===== src/rtl/semaphore_lock_ctrl.sv =====
// Hardware semaphore bank: a lock read is an atomic test-and-set, a lock write is an owner-only release,
// and each held lock can free itself after a programmable number of mclk cycles.
module semaphore_lock_ctrl #(
   parameter int NLOCK = 28,
   parameter int DW    = 32,
   parameter int AW    = 5,
   parameter int BW    = DW/8,
   parameter int MIDW  = 2,
   parameter int TOW   = 16
) (
   input  logic             mclk,
   input  logic             h_reset_n,
   input  logic             reg_cs,
   input  logic             reg_wr,
   input  logic [AW-1:0]    reg_addr,
   input  logic [DW-1:0]    reg_wdata,
   input  logic [BW-1:0]    reg_be,
   input  logic [MIDW-1:0]  reg_mid,
   output logic [DW-1:0]    reg_rdata,
   output logic             reg_ack,
   output logic [NLOCK-1:0] lock_status,
   output logic             irq
);

   localparam logic [AW-1:0] ADDR_STATUS   = AW'(28);
   localparam logic [AW-1:0] ADDR_TIMEOUT  = AW'(29);
   localparam logic [AW-1:0] ADDR_INT_STAT = AW'(30);
   localparam logic [AW-1:0] ADDR_INT_EN   = AW'(31);
   localparam logic [AW-1:0] NLOCK_A       = AW'(NLOCK);

   logic [NLOCK-1:0] held, held_nxt;
   logic [MIDW-1:0]  owner     [NLOCK];
   logic [MIDW-1:0]  owner_nxt [NLOCK];
   logic [TOW-1:0]   cnt       [NLOCK];
   logic [TOW-1:0]   cnt_nxt   [NLOCK];
   logic [TOW-1:0]   timeout, timeout_nxt;
   logic [2:0]       int_stat, int_stat_nxt;
   logic [2:0]       int_en, int_en_nxt;
   logic [2:0]       set_bits, clr_bits;
   logic [DW-1:0]    rdata_nxt;
   logic [MIDW-1:0]  dbg_owner;
   logic [NLOCK-1:0] hit, expire, is_owner, own_rel;
   logic             commit, is_lock, rd_grant, irq_nxt;

   assign commit      = reg_cs & ~reg_ack;
   assign is_lock     = (reg_addr < NLOCK_A);
   assign lock_status = held;

   // Descending scan so the lowest-numbered held lock wins
   always_comb begin
      dbg_owner = '0;
      for (int n = NLOCK-1; n >= 0; n--) begin
         if (held[n]) dbg_owner = owner[n];
      end
   end

   always_comb begin
      hit      = '0;
      expire   = '0;
      is_owner = '0;
      own_rel  = '0;
      for (int n = 0; n < NLOCK; n++) begin
         expire[n]   = held[n] && (cnt[n] == TOW'(1));
         is_owner[n] = held[n] && (owner[n] == reg_mid);
         hit[n]      = commit && (reg_addr == AW'(n));
         own_rel[n]  = hit[n] && reg_wr && reg_wdata[0] && is_owner[n];
      end
   end

   always_comb begin
      held_nxt  = held;
      owner_nxt = owner;
      cnt_nxt   = cnt;
      set_bits  = '0;
      rd_grant  = 1'b0;
      for (int n = 0; n < NLOCK; n++) begin
         if (held[n] && (cnt[n] != '0)) cnt_nxt[n] = cnt[n] - TOW'(1);
         if (expire[n]) begin
            held_nxt[n]  = 1'b0;
            owner_nxt[n] = '0;
         end
         // An expiring lock cannot be re-granted in the same cycle, even to its owner
         if (hit[n] && !reg_wr && !expire[n] && (!held[n] || is_owner[n])) begin
            held_nxt[n]  = 1'b1;
            owner_nxt[n] = reg_mid;
            cnt_nxt[n]   = timeout;
            rd_grant     = 1'b1;
         end
         if (hit[n] && reg_wr && reg_wdata[0]) begin
            if (is_owner[n]) begin
               held_nxt[n]  = 1'b0;
               owner_nxt[n] = '0;
               cnt_nxt[n]   = '0;
               set_bits[0]  = 1'b1;
            end else begin
               set_bits[2]  = 1'b1;
            end
         end
         if (expire[n] && !own_rel[n]) set_bits[1] = 1'b1;
      end
   end

   always_comb begin
      timeout_nxt = timeout;
      int_en_nxt  = int_en;
      clr_bits    = '0;
      if (commit && reg_wr) begin
         if (reg_addr == ADDR_TIMEOUT) begin
            for (int i = 0; i < TOW; i++) begin
               if (reg_be[i/8]) timeout_nxt[i] = reg_wdata[i];
            end
         end
         if ((reg_addr == ADDR_INT_STAT) && reg_be[0]) clr_bits   = reg_wdata[2:0];
         if ((reg_addr == ADDR_INT_EN) && reg_be[0])   int_en_nxt = reg_wdata[2:0];
      end
      int_stat_nxt = (int_stat & ~clr_bits) | set_bits;
      irq_nxt      = |(int_stat_nxt & int_en_nxt);
   end

   always_comb begin
      rdata_nxt = reg_rdata;
      if (commit && !reg_wr) begin
         rdata_nxt = '0;
         if (is_lock) begin
            rdata_nxt[0] = rd_grant;
         end else begin
            case (reg_addr)
               ADDR_STATUS:   rdata_nxt[NLOCK-1:0] = held;
               ADDR_TIMEOUT:  rdata_nxt[TOW-1:0]   = timeout;
               ADDR_INT_STAT: rdata_nxt[2:0]       = int_stat;
               ADDR_INT_EN: begin
                  rdata_nxt[2:0]      = int_en;
                  rdata_nxt[MIDW+7:8] = dbg_owner;
               end
               default: rdata_nxt = '0;
            endcase
         end
      end
   end

   always_ff @(posedge mclk or negedge h_reset_n) begin
      if (!h_reset_n) begin
         held      <= '0;
         timeout   <= '0;
         int_stat  <= '0;
         int_en    <= '0;
         reg_rdata <= '0;
         reg_ack   <= 1'b0;
         irq       <= 1'b0;
         for (int n = 0; n < NLOCK; n++) begin
            owner[n] <= '0;
            cnt[n]   <= '0;
         end
      end else begin
         held      <= held_nxt;
         owner     <= owner_nxt;
         cnt       <= cnt_nxt;
         timeout   <= timeout_nxt;
         int_stat  <= int_stat_nxt;
         int_en    <= int_en_nxt;
         reg_rdata <= rdata_nxt;
         reg_ack   <= commit;
         irq       <= irq_nxt;
      end
   end

endmodule

===== config.mk =====
export PLATFORM = sky130hd
export DESIGN_NAME = semaphore_lock_ctrl
export DESIGN_NICKNAME = d
export VERILOG_FILES = /design/src/rtl/semaphore_lock_ctrl.sv
export SDC_FILE = /design/constraint.sdc
export NUM_CORES = 2
export LEC_CHECK = 0
export BUFFER_PORTS_ARGS = -buffer_cell sky130_fd_sc_hd__buf_2
export CORE_UTILIZATION = 50
export CTS_CLUSTER_SIZE = 20
export DETAILED_ROUTE_END_ITERATION = 12
export PLACE_DENSITY = 0.73
export RECOVER_POWER = 100
export SYNTH_ARGS = -nofsm -noshare
export SYNTH_HDL_FRONTEND = slang
export SYNTH_SLANG_ARGS = --single-unit

===== constraint.sdc =====
create_clock -name mclk -period 5 [get_ports mclk]
set_input_delay 1.5 -clock mclk [delete_from_list [all_inputs] [get_ports mclk]]
set_output_delay 1.5 -clock mclk [all_outputs]
set_load 0.01 [all_outputs]

==> qor.csv <==
metric;value;unit
slowest stage delay, CP;0.77;ns
Die Area;71110;sq um
Area contributors post-synth;dfrtp_1 42%, nor2_1 7.7%, xnor2_1 7.1%;
TritonCTS clock tree;built;
mapped cell area;35020;sq um
gate count after technology mapping;3938;
crit-path cells;buf_2 -> nor3b_1 -> nand2_1 -> nor4_1 -> and2_0 -> o22ai_1 -> or4_1 -> nor4b_2 -> o221ai_1;
GRT Total Usage;28.60;%
clk slew on worst S/H paths;0.06;ns
RePlAce Congestion;0.9981;
worst min path class;reg2reg;
post-synthesis register bit count;584;
relative slew slack;-84.11;%
Overflow after GRT;0;
Routed wire per std cell;20.46;um
Area Growth Syn to Fin;9.757;%
CP arrival;4.84;ns
DRC Markers;0;
failing checks;max-capacitance violations, max-slew violations;
Req. time, crit path;5.48;ns
number of synthesized flops with an enable pin;0;
1st-pass router iterations;6;
P_leak;0.01594;uW
clk_lat worst skew;0.63;ns
most common flop cell mapped by yosys;dfrtp_1;
worst-case clock buffer depth;3;
max-cap viol count;1;
Hold Violations, Final;0;
sequential cell area;14630;sq um
fill cell count;6206;
Slew @ Worst Pin;2.762;ns
initial antenna violation count;6;
first-pass GRT wire length;159900;um
largest area contributor in the netlist;dfrtp_1;
Final #Nets;4047;
Seq/Total Area, Yosys;41.73;%
WP buf/inv;1;
Hold Buf Count CTS;0;
Post-Syn Area per Cell;8.893;sq um
final setup violation count;0;
Commonest cells post-synth;715 x nor2_1, 584 x dfrtp_1, 284 x xnor2_1;
I/O pin count;109;
share of cells above drive strength 1;7.554;%
most numerous cell in the Yosys netlist;nor2_1;
fin crit share;87.27;%
ys async rst share;100.0;%
row count;96;
Synth top area share;41.73;%
RSZ-0062 raised after global routing;no;
DP HPWL;66390;um
final antenna-violating net count;0;
Port Buffers;86;
Via Count;29833;
Via-to-Cell Ratio;6.046;
pin count of the biggest net entering global routing;97;
post-CTS sizing;0;
Die Y;266.7;um
# clock sinks;584;
pwr dens;428.3;nW/um^2
Crit Path Class;in2reg;
CTS buffer count;67;
final hold slack;0.4816;ns
status;complete, but fails checks;
Setup Skew;0.02666;ns
WL final;100900;um
# H-tree levels;3;
count of cell types in the netlist;95;
Synth Warn #;0;
multi-input logic area;18830;sq um
delay-heaviest family, CP;simple AND/OR/NAND/NOR gates;
vias in the first global route;28460;
Max VDD drop;0.0002704;V
core footprint;68950;sq um
Starting DRT DRC Count;2808;
fmax;229.2;MHz
chip width;266.7;um
slowest CP cell;nor3b_1;
final design utilization;55.75;%
root buf cell;clkbuf_16;
CP Capture Type;flop;
max-slew violations;92;
setup bufs post-CTS;0;
CP Max Fanout;15;
Setup crit start kind;input pin;
Initial Utilization;50.80;%
final setup TNS;0;ns
clock period minus worst slack;4.363;ns
through the flow:
stage	power, uW	worst slack [ns]	area (sq um)	std cells
after floorplan	10090	1.328	35030	3941
after global placement	11010	0.6578	36420	4806
after detailed placement	11200	0.6681	36420	4806
after CTS	16530	1.323	38780	4929
after global routing	17440	0.5422	38430	4931
final	16460	0.6366	38440	4934
cells in the final DEF (no fill, tap or decap), types with 12 or more instances in the layout:
cell,n
nand2b_1,29
clkinv_2,12
or4_4,13
nor3b_1,12
a21oi_1,141
nor4_1,103
a22o_1,16
nor3_1,126
dfrtp_1,568
nand4b_1,14
or3_1,52
inv_1,120
mux2_2,16
clkbuf_16,69
mux2i_1,143
nand4_1,43
a211oi_1,254
a31oi_1,17
buf_2,25
or2_2,18
nor2_1,716
nand3_1,80
clkbuf_8,17
xnor2_1,284
o21ai_0,148
clkbuf_1,101
nand2_1,260
dfrtp_2,16
o22ai_1,14
and3_1,21
xor2_1,154
buf_4,47
or4_1,68
nor3_2,13
ha_1,56
tightest hold or removal path, stage by stage, from the launching register on:
cell	delay, ns
dfrtp_1	0.34
nand2_1	0.04
o21ai_0	0.06
kinds of logic (layout without fill, tap and decap cells):
family / Yosys count / in the layout / share of synthesized area (%)
AND/OR/NAND/NOR: 1629 / 1629 / 22.73
AO/OA/AOI/OAI: 707 / 707 / 13.43
flip-flops: 584 / 584 / 41.73
XOR/XNOR: 438 / 438 / 10.95
buffers and inverters: 359 / 416 / 4.255
multiplexers: 164 / 164 / 4.891
adder cells (fa/ha/maj): 56 / 56 / 2.001
other: 1 / 9 / 0.01071
final cells by class:
class / instances / area share (%)
antenna: 5 / 0.03255
clock buffer: 96 / 5.198
clock inverter: 27 / 0.9244
inverter: 120 / 1.172
multi-input combinational: 2998 / 49.00
sequential: 584 / 38.07
tap: 931 / 3.030
timing repair buffer: 173 / 2.575
power by group:
group,internal (uW),switching (uW),total (uW)
registers,5890,1350,7230
logic,1890,2090,3980
clock network,3160,2090,5250
flip-flops by register name (all words and copies together), names as in the netlist:
register     cells
cnt            448
int_en           3
int_stat         3
irq              1
lock_status     28
owner           56
reg_ack          1
reg_rdata       28
timeout         16
layer usage:
metal | wire, um | global-route usage, % | vias up
li1 | - | - | 13895
met1 | 43730 | 39.27 | 14581
met2 | 45750 | 45.34 | 1140
met3 | 8043 | 4.917 | 211
met4 | 3393 | 10.41 | 6
met5 | 34 | 0 | -
worst paths after layout:
kind,cells past startpoint,end,startpoint,slack (ns)
hold / removal,2,reg_rdata[10]$_DFFE_PN0P_,reg_rdata[10]$_DFFE_PN0P_,0.48
setup reg to reg,8,reg_rdata[0]$_DFFE_PN0P_,cnt[170]$_DFF_PN0_,0.80
min in group asynchronous,1,cnt[122]$_DFF_PN0_,h_reset_n,1.73
setup / recovery,9,irq$_DFF_PN0_,reg_addr[4],0.64
hold reg to reg,2,reg_rdata[10]$_DFFE_PN0P_,reg_rdata[10]$_DFFE_PN0P_,0.48
max in group asynchronous,2,timeout[3]$_DFFE_PN0P_,h_reset_n,1.37
Power figures use the tool's default switching activity.
